<file path="src/rtl/bus_arbiter_if.sv">
// Bus bundle between the two masters, the arbiter and the three slaves.
// The master modport is the arbiter's view; the slave modport is the view of
// the surrounding masters/slaves that drive and consume the arbiter.
interface bus_arbiter_if;
    // Master 0 / master 1 request side
    logic [31:0] m0_address;
    logic [31:0] m1_address;
    logic        m0_rw_req;
    logic        m1_rw_req;
    logic        m0_rw;
    logic        m1_rw;
    logic [31:0] m0_write_data;
    logic [31:0] m1_write_data;
    logic [1:0]  m0_size;
    logic [1:0]  m1_size;
    logic [31:0] m0_read_data;
    logic [31:0] m1_read_data;
    logic        m0_rec;
    logic        m1_rec;

    // Shared slave side
    logic [31:0] s_address;
    logic        s_rw;
    logic [31:0] s_write_data;
    logic [1:0]  s_size;
    logic        mem_req;
    logic        sdram_req;
    logic        per_req;
    logic [31:0] mem_read_data;
    logic [31:0] sdram_read_data;
    logic [31:0] per_read_data;
    logic        mem_valid;
    logic        sdram_valid;
    logic        per_valid;

    // Status
    logic        grant;
    logic        timeout_err;

    modport master (
        input  m0_address, m1_address, m0_rw_req, m1_rw_req, m0_rw, m1_rw,
               m0_write_data, m1_write_data, m0_size, m1_size,
               mem_read_data, sdram_read_data, per_read_data,
               mem_valid, sdram_valid, per_valid,
        output m0_read_data, m1_read_data, m0_rec, m1_rec,
               s_address, s_rw, s_write_data, s_size,
               mem_req, sdram_req, per_req, grant, timeout_err
    );

    modport slave (
        output m0_address, m1_address, m0_rw_req, m1_rw_req, m0_rw, m1_rw,
               m0_write_data, m1_write_data, m0_size, m1_size,
               mem_read_data, sdram_read_data, per_read_data,
               mem_valid, sdram_valid, per_valid,
        input  m0_read_data, m1_read_data, m0_rec, m1_rec,
               s_address, s_rw, s_write_data, s_size,
               mem_req, sdram_req, per_req, grant, timeout_err
    );
endinterface

</file>
<file path="src/rtl/bus_arbiter.sv">
// Two-master, three-slave bus arbiter with round-robin grant, address decode
// into per-slave strobes, registered data return and a no-response watchdog.
module bus_arbiter #(
    parameter logic [31:0] MEM_LIMIT = 32'h0003_0000,
    parameter int unsigned TIMEOUT   = 255,
    parameter logic [31:0] ERR_DATA  = 32'hDEAD_BEEF
) (
    input logic           clk,
    input logic           reset,
    bus_arbiter_if.master bus
);

    typedef enum logic [1:0] {StIdle, StBusy, StDone} state_t;

    // Counter value seen on the last BUSY cycle before the watchdog fires.
    localparam logic [31:0] LastCount = 32'(TIMEOUT - 1);

    state_t      state;
    logic        rr_m1;     // 1: m1 wins when both masters request
    logic [31:0] count;

    logic        pick_m1;
    logic [31:0] req_address;
    logic        req_rw;
    logic [31:0] req_write_data;
    logic [1:0]  req_size;
    logic        dec_mem;
    logic        dec_sdram;
    logic        dec_per;
    logic        sel_valid;
    logic [31:0] sel_data;
    logic        granted_req;

    // Arbitration, field mux, address decode and selected-slave return path.
    always_comb begin
        if (bus.m0_rw_req && bus.m1_rw_req) begin
            pick_m1 = rr_m1;
        end else begin
            pick_m1 = bus.m1_rw_req;
        end

        req_address    = pick_m1 ? bus.m1_address    : bus.m0_address;
        req_rw         = pick_m1 ? bus.m1_rw         : bus.m0_rw;
        req_write_data = pick_m1 ? bus.m1_write_data : bus.m0_write_data;
        req_size       = pick_m1 ? bus.m1_size       : bus.m0_size;

        dec_per   = req_address[31];
        dec_mem   = !req_address[31] && (req_address < MEM_LIMIT);
        dec_sdram = !req_address[31] && !(req_address < MEM_LIMIT);

        // Only the strobed slave's valid counts; the strobes are one-hot.
        sel_valid = (bus.mem_req   && bus.mem_valid)   ||
                    (bus.sdram_req && bus.sdram_valid) ||
                    (bus.per_req   && bus.per_valid);

        sel_data = '0;
        if (bus.mem_req) begin
            sel_data = bus.mem_read_data;
        end else if (bus.sdram_req) begin
            sel_data = bus.sdram_read_data;
        end else if (bus.per_req) begin
            sel_data = bus.per_read_data;
        end

        granted_req = bus.grant ? bus.m1_rw_req : bus.m0_rw_req;
    end

    // Transaction FSM; every bus output is a register updated here.
    always_ff @(posedge clk or negedge reset) begin
        if (!reset) begin
            state            <= StIdle;
            rr_m1            <= 1'b0;
            count            <= '0;
            bus.grant        <= 1'b0;
            bus.timeout_err  <= 1'b0;
            bus.s_address    <= '0;
            bus.s_rw         <= 1'b0;
            bus.s_write_data <= '0;
            bus.s_size       <= '0;
            bus.mem_req      <= 1'b0;
            bus.sdram_req    <= 1'b0;
            bus.per_req      <= 1'b0;
            bus.m0_rec       <= 1'b0;
            bus.m1_rec       <= 1'b0;
            bus.m0_read_data <= '0;
            bus.m1_read_data <= '0;
        end else begin
            bus.timeout_err <= 1'b0;
            unique case (state)
                StIdle: begin
                    if (bus.m0_rw_req || bus.m1_rw_req) begin
                        bus.grant        <= pick_m1;
                        rr_m1            <= !pick_m1;
                        bus.s_address    <= req_address;
                        bus.s_rw         <= req_rw;
                        bus.s_write_data <= req_write_data;
                        bus.s_size       <= req_size;
                        bus.mem_req      <= dec_mem;
                        bus.sdram_req    <= dec_sdram;
                        bus.per_req      <= dec_per;
                        count            <= '0;
                        state            <= StBusy;
                    end
                end
                StBusy: begin
                    if (sel_valid || count == LastCount) begin
                        // Slave answered, or the watchdog gives up on it.
                        if (bus.grant) begin
                            bus.m1_read_data <= sel_valid ? sel_data : ERR_DATA;
                            bus.m1_rec       <= 1'b1;
                        end else begin
                            bus.m0_read_data <= sel_valid ? sel_data : ERR_DATA;
                            bus.m0_rec       <= 1'b1;
                        end
                        bus.timeout_err <= !sel_valid;
                        bus.mem_req     <= 1'b0;
                        bus.sdram_req   <= 1'b0;
                        bus.per_req     <= 1'b0;
                        state           <= StDone;
                    end else begin
                        count <= count + 32'd1;
                    end
                end
                StDone: begin
                    if (!granted_req) begin
                        bus.m0_rec <= 1'b0;
                        bus.m1_rec <= 1'b0;
                        state      <= StIdle;
                    end
                end
                default: state <= StIdle;
            endcase
        end
    end

endmodule

</file>
<file path="src/flat_wrapper.sv">
// flat-port wrapper written by rule: the top's interface ports become plain ports
module bus_arbiter_flat 
#(
    parameter logic [31:0] MEM_LIMIT = 32'h0003_0000,
    parameter int unsigned TIMEOUT   = 255,
    parameter logic [31:0] ERR_DATA  = 32'hDEAD_BEEF
)
  (clk, reset, bus_m0_address, bus_m1_address, bus_m0_rw_req, bus_m1_rw_req, bus_m0_rw, bus_m1_rw, bus_m0_write_data, bus_m1_write_data, bus_m0_size, bus_m1_size, bus_mem_read_data, bus_sdram_read_data, bus_per_read_data, bus_mem_valid, bus_sdram_valid, bus_per_valid, bus_m0_read_data, bus_m1_read_data, bus_m0_rec, bus_m1_rec, bus_s_address, bus_s_rw, bus_s_write_data, bus_s_size, bus_mem_req, bus_sdram_req, bus_per_req, bus_grant, bus_timeout_err);
  bus_arbiter_if bus_i ();
  input logic clk;
  input logic reset;
  input wire logic [$bits(bus_i.m0_address)-1:0] bus_m0_address;
  input wire logic [$bits(bus_i.m1_address)-1:0] bus_m1_address;
  input wire logic [$bits(bus_i.m0_rw_req)-1:0] bus_m0_rw_req;
  input wire logic [$bits(bus_i.m1_rw_req)-1:0] bus_m1_rw_req;
  input wire logic [$bits(bus_i.m0_rw)-1:0] bus_m0_rw;
  input wire logic [$bits(bus_i.m1_rw)-1:0] bus_m1_rw;
  input wire logic [$bits(bus_i.m0_write_data)-1:0] bus_m0_write_data;
  input wire logic [$bits(bus_i.m1_write_data)-1:0] bus_m1_write_data;
  input wire logic [$bits(bus_i.m0_size)-1:0] bus_m0_size;
  input wire logic [$bits(bus_i.m1_size)-1:0] bus_m1_size;
  input wire logic [$bits(bus_i.mem_read_data)-1:0] bus_mem_read_data;
  input wire logic [$bits(bus_i.sdram_read_data)-1:0] bus_sdram_read_data;
  input wire logic [$bits(bus_i.per_read_data)-1:0] bus_per_read_data;
  input wire logic [$bits(bus_i.mem_valid)-1:0] bus_mem_valid;
  input wire logic [$bits(bus_i.sdram_valid)-1:0] bus_sdram_valid;
  input wire logic [$bits(bus_i.per_valid)-1:0] bus_per_valid;
  output wire logic [$bits(bus_i.m0_read_data)-1:0] bus_m0_read_data;
  output wire logic [$bits(bus_i.m1_read_data)-1:0] bus_m1_read_data;
  output wire logic [$bits(bus_i.m0_rec)-1:0] bus_m0_rec;
  output wire logic [$bits(bus_i.m1_rec)-1:0] bus_m1_rec;
  output wire logic [$bits(bus_i.s_address)-1:0] bus_s_address;
  output wire logic [$bits(bus_i.s_rw)-1:0] bus_s_rw;
  output wire logic [$bits(bus_i.s_write_data)-1:0] bus_s_write_data;
  output wire logic [$bits(bus_i.s_size)-1:0] bus_s_size;
  output wire logic [$bits(bus_i.mem_req)-1:0] bus_mem_req;
  output wire logic [$bits(bus_i.sdram_req)-1:0] bus_sdram_req;
  output wire logic [$bits(bus_i.per_req)-1:0] bus_per_req;
  output wire logic [$bits(bus_i.grant)-1:0] bus_grant;
  output wire logic [$bits(bus_i.timeout_err)-1:0] bus_timeout_err;
  assign bus_i.m0_address = bus_m0_address;
  assign bus_i.m1_address = bus_m1_address;
  assign bus_i.m0_rw_req = bus_m0_rw_req;
  assign bus_i.m1_rw_req = bus_m1_rw_req;
  assign bus_i.m0_rw = bus_m0_rw;
  assign bus_i.m1_rw = bus_m1_rw;
  assign bus_i.m0_write_data = bus_m0_write_data;
  assign bus_i.m1_write_data = bus_m1_write_data;
  assign bus_i.m0_size = bus_m0_size;
  assign bus_i.m1_size = bus_m1_size;
  assign bus_i.mem_read_data = bus_mem_read_data;
  assign bus_i.sdram_read_data = bus_sdram_read_data;
  assign bus_i.per_read_data = bus_per_read_data;
  assign bus_i.mem_valid = bus_mem_valid;
  assign bus_i.sdram_valid = bus_sdram_valid;
  assign bus_i.per_valid = bus_per_valid;
  assign bus_m0_read_data = bus_i.m0_read_data;
  assign bus_m1_read_data = bus_i.m1_read_data;
  assign bus_m0_rec = bus_i.m0_rec;
  assign bus_m1_rec = bus_i.m1_rec;
  assign bus_s_address = bus_i.s_address;
  assign bus_s_rw = bus_i.s_rw;
  assign bus_s_write_data = bus_i.s_write_data;
  assign bus_s_size = bus_i.s_size;
  assign bus_mem_req = bus_i.mem_req;
  assign bus_sdram_req = bus_i.sdram_req;
  assign bus_per_req = bus_i.per_req;
  assign bus_grant = bus_i.grant;
  assign bus_timeout_err = bus_i.timeout_err;
  bus_arbiter #(.MEM_LIMIT(MEM_LIMIT), .TIMEOUT(TIMEOUT), .ERR_DATA(ERR_DATA)) u_core (.clk(clk), .reset(reset), .bus(bus_i));
endmodule
</file>
<file path="config.mk">
export PLATFORM = sky130hd
export DESIGN_NAME = bus_arbiter_flat
export DESIGN_NICKNAME = d
export VERILOG_FILES = /design/src/rtl/bus_arbiter_if.sv /design/src/rtl/bus_arbiter.sv /design/src/flat_wrapper.sv
export SDC_FILE = /design/constraint.sdc
export NUM_CORES = 1
export LEC_CHECK = 0
export BUFFER_PORTS_ARGS = -buffer_cell sky130_fd_sc_hd__buf_4
export CAP_MARGIN = 10
export CORE_AREA = 5 5 142 144
export CTS_CLUSTER_DIAMETER = 120
export DETAILED_ROUTE_END_ITERATION = 8
export DIE_AREA = 0 0 147 149
export HOLD_SLACK_MARGIN = 0.12
export PLACE_DENSITY_LB_ADDON = 0.05
export SLEW_MARGIN = 5
export SYNTH_ARGS = -nofsm -noshare
export SYNTH_HDL_FRONTEND = slang
export SYNTH_SLANG_ARGS = --single-unit
</file>
<file path="constraint.sdc">
create_clock -name clk -period 2.65 [get_ports clk]
set_input_delay 0.265 -clock clk [delete_from_list [all_inputs] [get_ports clk]]
set_output_delay 0.265 -clock clk [all_outputs]
set_load 0.02 [all_outputs]
</file>
Word level (Yosys, flattened, before mapping). Cells that the tools add are included.

Add/sub/neg operators: 1. Magnitude comparators: 1. Equality and inequality tests: 9. Multiplexer cells: 33. Bitwise logic cells: 1. Reductions and logical operators: 25.

Operators with widths (number): $mux W32 (8); $pmux W32 S2 (1); $add A32 B1 Y32 const B (1); $eq A32 B8 Y1 const B (1); $lt A32 B18 Y1 const B (1); $reduce_and A3 Y1 (5); $mux W1 (14); $pmux W1 S2 (5); $mux W2 (4); $reduce_and A4 Y1 (2); $logic_and A1 B1 Y1 (6); $ne A2 B1 Y1 const B (3); $ne A2 B2 Y1 const B (3); $pmux W2 S3 (1); $logic_not A1 Y1 (4); $logic_or A1 B1 Y1 (4); $reduce_bool A2 Y1 (2); $eq A2 B1 Y1 const B (1); $eq A2 B2 Y1 const B (1); $logic_not A2 Y1 (1); $reduce_and A2 Y1 (1); $not A1 Y1 (1).

Bits in registers: 173. Input port bits: 237. Logic and storage cells: 86.

Depth between registers and ports, before layout. Gate-level depths: netlist of the first run.

Depth after elaboration: 8. Depth in mapped cells: 8.

Worst setup path before layout of the first run. No wires, ideal clock.

Path kind: flip-flop to flip-flop. Start point: reg u_core.count[23]. End point: reg u_core.bus.m1_read_data[14]. Library setup time: 121 ps. Arrival: 1961 ps. Setup slack: 568 ps. Stages on the path, launching flop included: 7. Path buffers: 1. Clock period less this slack: 2082 ps. Cell sequence: dfrtp_1 nor4_4 nand4_1 or4_4 a21o_1 buf_6 a22o_1.

Cells in the longest elaborated chain, start to end: 3.

Ends and longest elaborated chain: start, declared (RTL line bus_arbiter.sv:20) `logic [31:0] count;`; start signal, assigned (RTL line bus_arbiter.sv:121) `count <= count + 32'd1;`; $eq A32 B8 Y1 (RTL line bus_arbiter.sv:106) `if (sel_valid || count == LastCount) begin`; $logic_or A1 B1 Y1 (RTL line bus_arbiter.sv:106); $reduce_and A3 Y1 (no source line); end signal, assigned (RTL line bus_arbiter.sv:109) `bus.m1_read_data <= sel_valid ? sel_data : ERR_DATA;`; end, declared (RTL line bus_arbiter_if.sv:45) `output m0_read_data, m1_read_data, m0_rec, m1_rec,`.

Every way passes these cells. A chain may end at the register's enable or synchronous reset.

Worst setup path after layout of the first run.
Start point: reg u_core.state[0]. End point: reg u_core.bus.s_write_data[17] in the netlist's numbering.

Cells in the longest elaborated chain, start to end: 2.

Ends and longest elaborated chain: start, declared (RTL line bus_arbiter.sv:18) `state_t state;`; start signal, assigned (RTL line bus_arbiter.sv:71) `state <= StIdle;`; start signal, assigned (RTL line bus_arbiter.sv:102) `state <= StBusy;`; start signal, assigned (RTL line bus_arbiter.sv:119) `state <= StDone;`; $logic_not A2 Y1 (RTL line bus_arbiter.sv:89) `unique case (state)`; $reduce_and A2 Y1 (no source line); end signal, assigned (RTL line bus_arbiter.sv:96) `bus.s_write_data <= req_write_data;`; end, declared (RTL line bus_arbiter_if.sv:46) `s_address, s_rw, s_write_data, s_size,`.

Every way passes these cells.

==> impl_results.md, run 1 <==
- Clock share of power: 19.1%
- Status: complete, no violations
- Vias per inst: 5.48
- Hold depth: 3
- Bufs and invs on worst path: 2
- Mapped Area: 0.00808 sq mm
- Max-Cap Viols: 0
- CTS tree: built
- Arr. time, crit path: 2780 ps
- CP max FO: 51
- Clk_skew: 11.9 ps
- Slew @ Worst Pin: 961 ps
- Register-to-Register Setup Slack: 240 ps
- Top cell family by delay on the critical path: buffers and inverters
- TNS Setup: 0 ps
- Fin Hold WS: 143 ps
- Critical path cell sequence: nor2_1 -> o21ai_4 -> a21oi_4 -> buf_6 -> a22oi_1 -> nand2_1 -> dlygate4sd3_1
- Final Hold Fails: 0
- Final WS setup: 237 ps
- Ys async rst share: 100%
- Slowest cell on the critical path: dlygate4sd3_1
- Cell variety after synth: 50
- Core Region: 0.0186 sq mm
- Detailed-placement wirelength estimate: 21500 um
- Row count: 50
- Psw: 5.56 mW
- Gr ovfl total: 0
- Starting Density: 43.5%
- Final min period: 2410 ps
- Max clock buf depth: 2
- Vias: 8254
- Die H: 149 um
- Clk_lat worst skew: 430 ps
- Setup violators final: 0
- Required time of the critical path: 3010 ps
- Leading cell type in the layout, fill and taps excluded: buf_4
- Ys Warns: 0
- Drt drc: 0
- Layout area overhead: 58.9%
- Chip Width: 147 um
- Number of port buffers: 374
- Cts bufs inserted: 17
- Hold path startpoint: bus_m1_address[22]
- Utilization after layout: 69.1%
- Post-synthesis register bit count: 173
- Setup Buffers After CTS: 0
- Reg2reg end: u_core.bus.s_write_data[17]
- Ys flop type: dfrtp_1
- Initial antenna violation count: 0
- First-pass GRT wire length: 47100 um
- Kind of critical path: register to register
- Drt wl/cell: 20.1 um
- Placed cells: 1371
- Synthesized area per cell: 10.1 sq um
- Seq/Total Area, Yosys: 53.6%
- Tcrit/Tclk final: 91.0%
- Max Slew Vio Count: 0
- Drt first pass iters: 5
- Hold/Removal Path Class: input pin to register
- Hold endpoint: u_core.bus.s_address[22]
- Die Footprint: 0.0219 sq mm
- PwrDens: 1090 mW/mm^2
- CTS root buffer: clkbuf_16
- Final non-filler cell total: 1506
- WL final: 30300 um
- GRT Overall Usage: 27.0%
- Net count, final: 1498
- Layout cell share with drive strength beyond 1: 34.9%
- Num Clock Sinks: 173
- I/O pins: 375
- Syn Nets: 1043
- Largest net degree at the start of global routing: 67
- Crit end category: register
- Diode count: 0
- Drt first-iter violations: 481
- Delay of the slowest critical-path stage: 570 ps
- Number of global-route vias before repair: 8625
- Reg2reg start: u_core.state[0]
- Clk slew on worst S/H paths: 80 ps
- Pint: 8.48 mW
- Highest clock rate: 415 MHz
- Sequential group share of total power: 30.4%
- Leakage: 6.04 nW
- CP startpoint kind: register
- Number of H-tree levels: 4
- Most frequent cells in the layout: buf_4 (385), dfrtp_1 (172), nand2_1 (171)
- Antenna Violating Nets Remaining: 0
- Maximum vdd ir drop: 0.000646 V
- Post-synth EDFFs: 0
- Comb power frac: 50.5%
- Switching Fraction: 39.6%
- RSZ-0062 raised after global routing: false
- GPL Wtd Cong: 0.863
- R2R cell count: 7
- Gate Count Post-Synth: 804
- Pre-CTS setup slack: 344 ps
- Worst rel slew slack: 35.4%
==> worst max-delay path by stage <==
stage                           from                           to  depth (start not counted)
CTS                  u_core.state[0]     u_core.bus.s_address[10]                          7
detailed placement  u_core.count[23]  u_core.bus.m1_read_data[14]                          5
global route         u_core.state[0]  u_core.bus.s_write_data[26]                          7
finish               u_core.state[0]  u_core.bus.s_write_data[17]                          7
floorplan           u_core.count[23]  u_core.bus.m1_read_data[14]                          6
global placement    u_core.count[23]  u_core.bus.m1_read_data[22]                          5
==> worst min-delay path, cell delays in order <==
cell and delay [ps]:
buf_4 80, mux2i_1 60, o21ai_0 130
==> cell type report <==
cell class,count,area (sq um)
clock inverters,13,178
well taps,234,293
clock buffers,19,453
flip-flops and latches,173,4330
repair buffers,497,4080
fillers,1388,5730
multi-input cells,564,3490
inverters,6,22.5
==> cells by family (layout without fill, tap and decap cells) <==
family                     after synthesis  after routing  share of synthesized area [%]
buffers and inverters                   67            535                           3.79
muxes                                   18             18                           2.24
adders and majority gates                2              2                          0.310
and+or+nand+nor                        290            290                           16.5
DFF                                    173            173                           53.6
xor gates and xnor gates                21             21                           2.28
AOI/OAI and AO/OA                      233            233                           21.4
==> routing by layer <==
| metal | track usage (%) | share of wire, % | vias up |
|---|---|---|---|
| li1 | - | - | 3860 |
| met1 | 31.8 | 38 | 3968 |
| met2 | 45.2 | 49 | 360 |
| met3 | 9.27 | 9.0 | 66 |
| met4 | 11.9 | 4.1 | 0 |
| met5 | 0 | 0 | - |
==> stage by stage <==
| step | instance area, sq um | power, mW |
|---|---|---|
| detailed placement | 11200 | 10.6 |
| finish | 12800 | 14.0 |
| global placement | 11200 | 10.5 |
| CTS | 12800 | 14.0 |
| global route | 12800 | 14.8 |
| floorplan | 8080 | 7.65 |
==> power by group through the flow <==
stage	sequential [mW]	combinational, mW	clock (mW)
after global routing	4.40	7.58	2.83
after CTS	4.25	7.06	2.71
after floorplan	5.36	2.29	0
final	4.27	7.09	2.67
after global placement	4.27	6.27	0
after detailed placement	4.26	6.33	0
==> flip-flops by register name, summed over array words and instances (netlist names) <==
signal and cells:
u_core.bus.m0_read_data 32, u_core.bus.m1_read_data 32, u_core.bus.s_address 32, u_core.bus.s_write_data 32
u_core.count 32, u_core.bus.s_size 2, u_core.state 2, u_core.bus.grant 1
u_core.bus.m0_rec 1, u_core.bus.m1_rec 1, u_core.bus.mem_req 1, u_core.bus.per_req 1
u_core.bus.s_rw 1, u_core.bus.sdram_req 1, u_core.bus.timeout_err 1, u_core.rr_m1 1
==> cells in the mapped netlist, drive strengths merged, types with 3 or more instances <==
| cell type | n | area share [%] |
|---|---|---|
| nand2 | 171 | 7.9 |
| and4 | 3 | 0.34 |
| inv | 6 | 0.28 |
| nor4b | 3 | 0.33 |
| a21oi | 7 | 0.57 |
| and2 | 5 | 0.39 |
| nor2 | 30 | 1.4 |
| xnor2 | 21 | 2.3 |
| clkbuf | 48 | 2.2 |
| or4 | 4 | 0.42 |
| buf | 13 | 1.3 |
| mux2i | 17 | 2.1 |
| a22o | 16 | 1.7 |
| nand4 | 14 | 1.1 |
| nand3 | 11 | 0.68 |
| o31ai | 8 | 0.74 |
| nor2b | 3 | 0.23 |
| o22a | 48 | 5.2 |
| o311ai | 3 | 0.33 |
| dfrtp | 173 | 54 |
| nor4 | 29 | 2.4 |
| a22oi | 83 | 7.7 |
| or3 | 4 | 0.31 |
| nor3 | 8 | 0.50 |
| o21ai | 52 | 3.3 |
| a31o | 3 | 0.33 |
==> timing repair <==
item / in CTS / in global routing
hold endpoints to repair: 106 / 0
hold buffers: 103 / 0
endpoints found under the setup margin: 0 / 5
gates resized for setup: 0 / 1
Note: power is estimated with default switching activity, not from simulation.
==> run 2: changes to the inputs <==
--- a/config.mk
+++ b/config.mk
@@ -5,7 +5,7 @@
 export SDC_FILE = /design/constraint.sdc
 export NUM_CORES = 1
 export LEC_CHECK = 0
-export BUFFER_PORTS_ARGS = -buffer_cell sky130_fd_sc_hd__buf_4
+export BUFFER_PORTS_ARGS = -buffer_cell sky130_fd_sc_hd__buf_2
 export CAP_MARGIN = 10
 export CORE_AREA = 5 5 142 144
 export CTS_CLUSTER_DIAMETER = 120
==> run 2 against run 1 <==
Net effect:
- clock power fell by 3%
- worst setup slack lost 120 ps
- critical path type unchanged
- largest cell class unchanged
- sequential share of layout area up 2.8 points
- design area down 7.6%
- die area unchanged
==> impl_results.md, run 2 (synthesis results as in run 1) <==
- Critical path cell sequence: nor2_1 -> o21ai_4 -> a21oi_4 -> buf_4 -> a22oi_1 -> nand2_1 -> dlygate4sd3_1
- Pint: 7.72 mW (-9.0%)
- Maximum vdd ir drop: 0.000698 V (+8.0%)
- CP startpoint kind: register
- Antenna Violating Nets Remaining: 0 (unchanged)
- Core Region: 0.0186 sq mm (unchanged)
- Worst rel slew slack: 33.0% (-2.4 points)
- Crit end category: register
- Register-to-Register Setup Slack: 120 ps (-120 ps)
- Max clock buf depth: 2 (unchanged)
- Leakage: 5.71 nW (-5.4%)
- Row count: 50 (unchanged)
- Sequential group share of total power: 31.9% (+1.5 points)
- Final Hold Fails: 0 (unchanged)
- Required time of the critical path: 3010 ps (about the same)
- Drt first-iter violations: 453 (-5.8%)
- Vias per inst: 5.45 (-0.64%)
- Chip Width: 147 um (unchanged)
- Number of port buffers: 374 (unchanged)
- Final WS setup: 118 ps (-120 ps)
- PwrDens: 1110 mW/mm^2 (+1.8%)
- Number of H-tree levels: 4 (unchanged)
- Drt drc: 0 (unchanged)
- Tcrit/Tclk final: 95.6% (+4.5 points)
- GPL Wtd Cong: 0.858 (-0.56%)
- Drt first pass iters: 5 (unchanged)
- Max Slew Vio Count: 0 (unchanged)
- Leading cell type in the layout, fill and taps excluded: buf_2
- CTS root buffer: clkbuf_16
- Setup violators final: 0 (unchanged)
- Hold-fix buffers, CTS: 103 (unchanged)
- Slew @ Worst Pin: 997 ps (+35.4 ps)
- Detailed-placement wirelength estimate: 20900 um (-2.6%)
- Die H: 149 um (unchanged)
- Layout area overhead: 46.9%
- Die Footprint: 0.0219 sq mm (unchanged)
- WL final: 29100 um (-3.9%)
- Final min period: 2530 ps (+120 ps)
- Placed cell areas: 0.0102 sq mm (-8.5%)
- Max-Cap Viols: 0 (unchanged)
- Bufs and invs on worst path: 2 (unchanged)
- Area of the multi-input gates: 0.00349 sq mm (unchanged)
- Reg2reg start: u_core.state[0]
- Vias: 8201 (-0.64%)
- CP max FO: 51 (unchanged)
- Gr ovfl total: 0 (unchanged)
- Layout cell share with drive strength beyond 1: 34.8% (-0.079 points)
- Clk_lat worst skew: 430 ps (about the same)
- Reg2reg end: u_core.bus.s_write_data[6]
- Hold endpoint: u_core.bus.s_address[26]
- Fillers: 1519 (+9.4%)
- Switching Fraction: 41.6% (+2.0 points)
- Reg area: 0.00433 sq mm (unchanged)
- Setup Buffers After CTS: 0 (unchanged)
- Clk slew on worst S/H paths: 70 ps (about the same)
- Top cell family by delay on the critical path: buffers and inverters
- Hold path startpoint: bus_m0_address[26]
- Clock share of power: 19.5% (+0.4 points)
- Status: complete, no violations
- Hold depth: 3 (unchanged)
- Net count, final: 1498 (unchanged)
- CTS tree: built
- TNS Setup: 0 ps (unchanged)
- First-pass GRT wire length: 44600 um (-5.1%)
- Cts bufs inserted: 17 (unchanged)
- Delay of the slowest critical-path stage: 570 ps (about the same)
- Psw: 5.49 mW (-1.2%)
- Diode count: 0 (unchanged)
- Arr. time, crit path: 2890 ps (+110 ps)
- Starting Density: 43.5% (unchanged)
- Highest clock rate: 395 MHz (-4.7%)
- Initial antenna violation count: 1 (+1)
- Cell area after layout: 0.0119 sq mm (-7.6%)
- I/O pins: 375 (unchanged)
- Kind of critical path: register to register
- Hold/Removal Path Class: input pin to register
- Largest net degree at the start of global routing: 74 (+10%)
- Pre-CTS setup slack: 355 ps (+11.1 ps)
- Slowest cell on the critical path: dlygate4sd3_1
- RSZ-0062 raised after global routing: false
- R2R cell count: 7 (unchanged)
- Num Clock Sinks: 173 (unchanged)
- Number of global-route vias before repair: 8194 (-5.0%)
- Drt wl/cell: 19.3 um (-3.9%)
- CTS resizes: 0 (unchanged)
- Most frequent cells in the layout: buf_2 (373), dfrtp_1 (172), nand2_1 (171)
- Overall power: 13.2 mW (-5.9%)
- Comb power frac: 48.5% (-2.0 points)
- GRT Overall Usage: 25.6% (-1.4 points)
- Clk_skew: 11.7 ps (-0.235 ps)
[run 2: routing by layer]
layer	vias up	track usage (%)	wire length, um
li1	3865	-	-
met1	3912	32.0	11700
met2	355	41.6	13800
met3	67	7.20	2350
met4	2	11.6	1250
met5	-	0	11
[run 2: final cells by class]
| class | instances | share of cell area, % |
|---|---|---|
| Inverter | 6 | 0.190 |
| Sequential cell | 173 | 36.5 |
| Clock inverter | 14 | 1.51 |
| Multi-Input combinational cell | 564 | 29.4 |
| Tap cell | 234 | 2.47 |
| Timing Repair Buffer | 497 | 26.4 |
| Clock buffer | 18 | 3.61 |
[run 2: worst max-delay path by stage]
stage,to,start,cells after the start
detailed placement,u_core.bus.m1_read_data[22],u_core.count[23],5
global route,u_core.bus.s_write_data[6],u_core.state[0],7
finish,u_core.bus.s_write_data[6],u_core.state[0],7
CTS,u_core.bus.s_write_data[21],u_core.state[0],7
floorplan,u_core.bus.m1_read_data[14],u_core.count[23],6
global placement,u_core.bus.m1_read_data[4],u_core.count[23],5
[run 2: worst reg2reg max path, delay by kind of cell, from the launching register on]
| family | cells | cell delay (ps) |
|---|---|---|
| and+or+nand+nor | 2 | 360 |
| AOI/OAI and AO/OA | 3 | 630 |
| buffers and inverters | 2 | 1060 |
| DFF | 1 | 420 |
[run 2: power groups by stage]
stage | Clock, mW | Sequential [mW] | Combinational, mW
3_3_place_gp | 0 | 4.22 | 5.59
4_1_cts | 2.63 | 4.20 | 6.38
2_1_floorplan | 0 | 5.36 | 2.29
6_report | 2.58 | 4.22 | 6.41
3_5_place_dp | 0 | 4.22 | 5.67
5_1_grt | 2.73 | 4.32 | 6.89
[run 2: stage by stage]
step | util (%) | std cells | hold WS (ps)
after floorplan | - | 804 | -30.6
after global placement | 55.1 | 1371 | 238
after detailed placement | 55.1 | 1371 | 240
after CTS | 63.9 | 1506 | 130
after global routing | 63.9 | 1506 | 162
final | 63.9 | 1506 | 142
==> run 3: changes to the inputs <==
==> constraint.sdc (replaced) <==
create_clock -name clk -period 2.85 [get_ports clk]
set_input_delay 0.285 -clock clk [delete_from_list [all_inputs] [get_ports clk]]
set_output_delay 0.285 -clock clk [all_outputs]
set_load 0.02 [all_outputs]
==> run 3 against run 2 <==
Net effect:
- flip-flop and latch count is the same
- clock skew is 3.0 ps higher
- critical path type unchanged
- clock power decreased by 8.5%
- design area fell by 0.62%
- maximum frequency rose by 1.6%
- clock-buffer cell count increased by 1
- utilization fell by 0.40 points
- non-clock buffer count shrank 1
- die area did not move
- sequential share of layout area up 0.23 points
- total power fell by 7.8%
- worst setup slack improved by 240 ps
==> impl_results.md, run 3 (synthesis results as in run 1) <==
- Clk_lat worst skew: 430 ps (about the same)
- Drt drc: 0 (unchanged)
- Clk slew on worst S/H paths: 70 ps (about the same)
- Die Footprint: 0.0219 sq mm (unchanged)
- Core Region: 0.0186 sq mm (unchanged)
- Slew @ Worst Pin: 1020 ps (+22.9 ps)
- Drt first pass iters: 5 (unchanged)
- GPL Wtd Cong: 0.847 (-1.3%)
- GRT Overall Usage: 26.0% (+0.42 points)
- Cts bufs inserted: 17 (unchanged)
- Detailed-placement wirelength estimate: 21200 um (+1.2%)
- WL final: 29500 um (+1.2%)
- Initial antenna violation count: 3 (+2)
- Final Hold Fails: 0 (unchanged)
- Worst rel slew slack: 31.5% (-1.5 points)
- Final min period: 2490 ps (-39.9 ps)
- Status: complete, no violations
- Number of port buffers: 374 (unchanged)
- CP startpoint kind: register
- Layout cell share with drive strength beyond 1: 34.8% (-0.051 points)
- Hold/Removal Path Class: input pin to register
- CP max FO: 44 (-14%)
- Arr. time, crit path: 2850 ps (-40 ps)
- Starting Density: 43.5% (unchanged)
- CTS root buffer: clkbuf_16
- Layout area overhead: 46.0%
- Vias per inst: 5.43 (-0.34%)
- Crit end category: register
- Largest net degree at the start of global routing: 75 (+1.4%)
- Highest clock rate: 401 MHz (+1.6%)
- Clk_skew: 14.7 ps (+2.98 ps)
- Vias: 8184 (-0.21%)
- Net count, final: 1497 (-0.067%)
- I/O pins: 375 (unchanged)
- RSZ-0062 raised after global routing: false
- Drt wl/cell: 19.5 um (+1.0%)
- Max Slew Vio Count: 0 (unchanged)
- Num Clock Sinks: 173 (unchanged)
- Gr ovfl total: 0 (unchanged)
- Number of H-tree levels: 4 (unchanged)
- Antenna Violating Nets Remaining: 0 (unchanged)
- Max clock buf depth: 2 (unchanged)
- First-pass GRT wire length: 45200 um (+1.3%)
- Chip Width: 147 um (unchanged)
- Max-Cap Viols: 0 (unchanged)
- Tcrit/Tclk final: 87.5% (-8.1 points)
- Leading cell type in the layout, fill and taps excluded: buf_2
- Fillers: 1568 (+3.2%)
- CTS tree: built
- Overall power: 12.2 mW (-7.8%)
- Required time of the critical path: 3210 ps (+200 ps)
- Maximum vdd ir drop: 0.000651 V (-6.6%)
- Die H: 149 um (unchanged)
- Kind of critical path: register to register
- Drt first-iter violations: 513 (+13%)
- TNS Setup: 0 ps (unchanged)
- CTS resizes: 0 (unchanged)
- Most frequent cells in the layout: buf_2 (373), dfrtp_1 (172), nand2_1 (171)
- PwrDens: 1030 mW/mm^2 (-7.2%)
- Row count: 50 (unchanged)
- Leakage: 5.69 nW (-0.37%)
- Setup violators final: 0 (unchanged)
- Number of global-route vias before repair: 8286 (+1.1%)
## run 3: cell types whose count changed in the layout (fill, tap and decap cells not counted), sizes merged
cell      delta
buf          -1
diode        +3
clkbuf       +1
clkinvlp     -1
clkinv       +1
inv          -1
## run 3: stage by stage
stage | hold WS, ps | cells | instance area [sq um] | setup slack, ps | utilization, %
2_1_floorplan | -10.6 | 804 | 8080 | 768 | -
3_3_place_gp | 362 | 1370 | 10200 | 538 | 54.7
3_5_place_dp | 369 | 1370 | 10200 | 510 | 54.7
4_1_cts | 146 | 1505 | 11800 | 426 | 63.5
5_1_grt | 173 | 1507 | 11800 | 261 | 63.5
6_report | 166 | 1508 | 11800 | 357 | 63.5
## run 3: power breakdown
part / switching (mW) / internal [mW] / leakage [nW]
clock: 1.02 / 1.34 / 0.296
combinational: 3.50 / 2.41 / 3.27
sequential: 0.534 / 3.38 / 2.12
total: 5.05 / 7.13 / 5.69
## run 3: path summary, 6_finish.rpt
check                                              start                           to  slack, ps  depth (start not counted)
worst max-delay path                     u_core.state[0]  u_core.bus.s_write_data[24]        360                          7
worst min register to register  u_core.bus.s_address[18]     u_core.bus.s_address[18]        470                          2
worst max register to register           u_core.state[0]  u_core.bus.s_write_data[24]        360                          7
min in group asynchronous                          reset  u_core.bus.m1_read_data[26]        470                          2
worst min-delay path                  bus_m1_address[20]     u_core.bus.s_address[20]        170                          3
max in group asynchronous                          reset      u_core.bus.s_address[6]       1600                          3
## run 3: layout make-up
class | instances | area, sq um | area share (%)
clock inverters | 13 | 154 | 1.30
flip-flops and latches | 173 | 4330 | 36.7
inverters | 6 | 22.5 | 0.191
clock buffers | 19 | 443 | 3.75
diodes | 3 | 7.51 | 0.0636
repair buffers | 496 | 3060 | 26.0
well taps | 234 | 293 | 2.48
multi-input cells | 564 | 3490 | 29.5
## run 3: critical path: stages (launching register included)
cell           delay [ps]
dfrtp_1               420
nor2_1                280
o21ai_4               150
nor2_4                280
buf_4                 470
nand2_1               160
nand2_1                90
dlygate4sd3_1         550
## run 3: repair_timing
action                    in CTS  in global routing
setup buffers                  0                  0
hold endpoints to repair     121                  0
hold buffers                 103                  0
## run 3: routing by layer
metal | track usage [%] | routed length [um] | vias up
met5 | 0 | 11 | -
met4 | 12.0 | 1240 | 2
met3 | 7.72 | 2530 | 66
met2 | 42.7 | 14200 | 388
met1 | 31.8 | 11500 | 3878
li1 | - | - | 3850
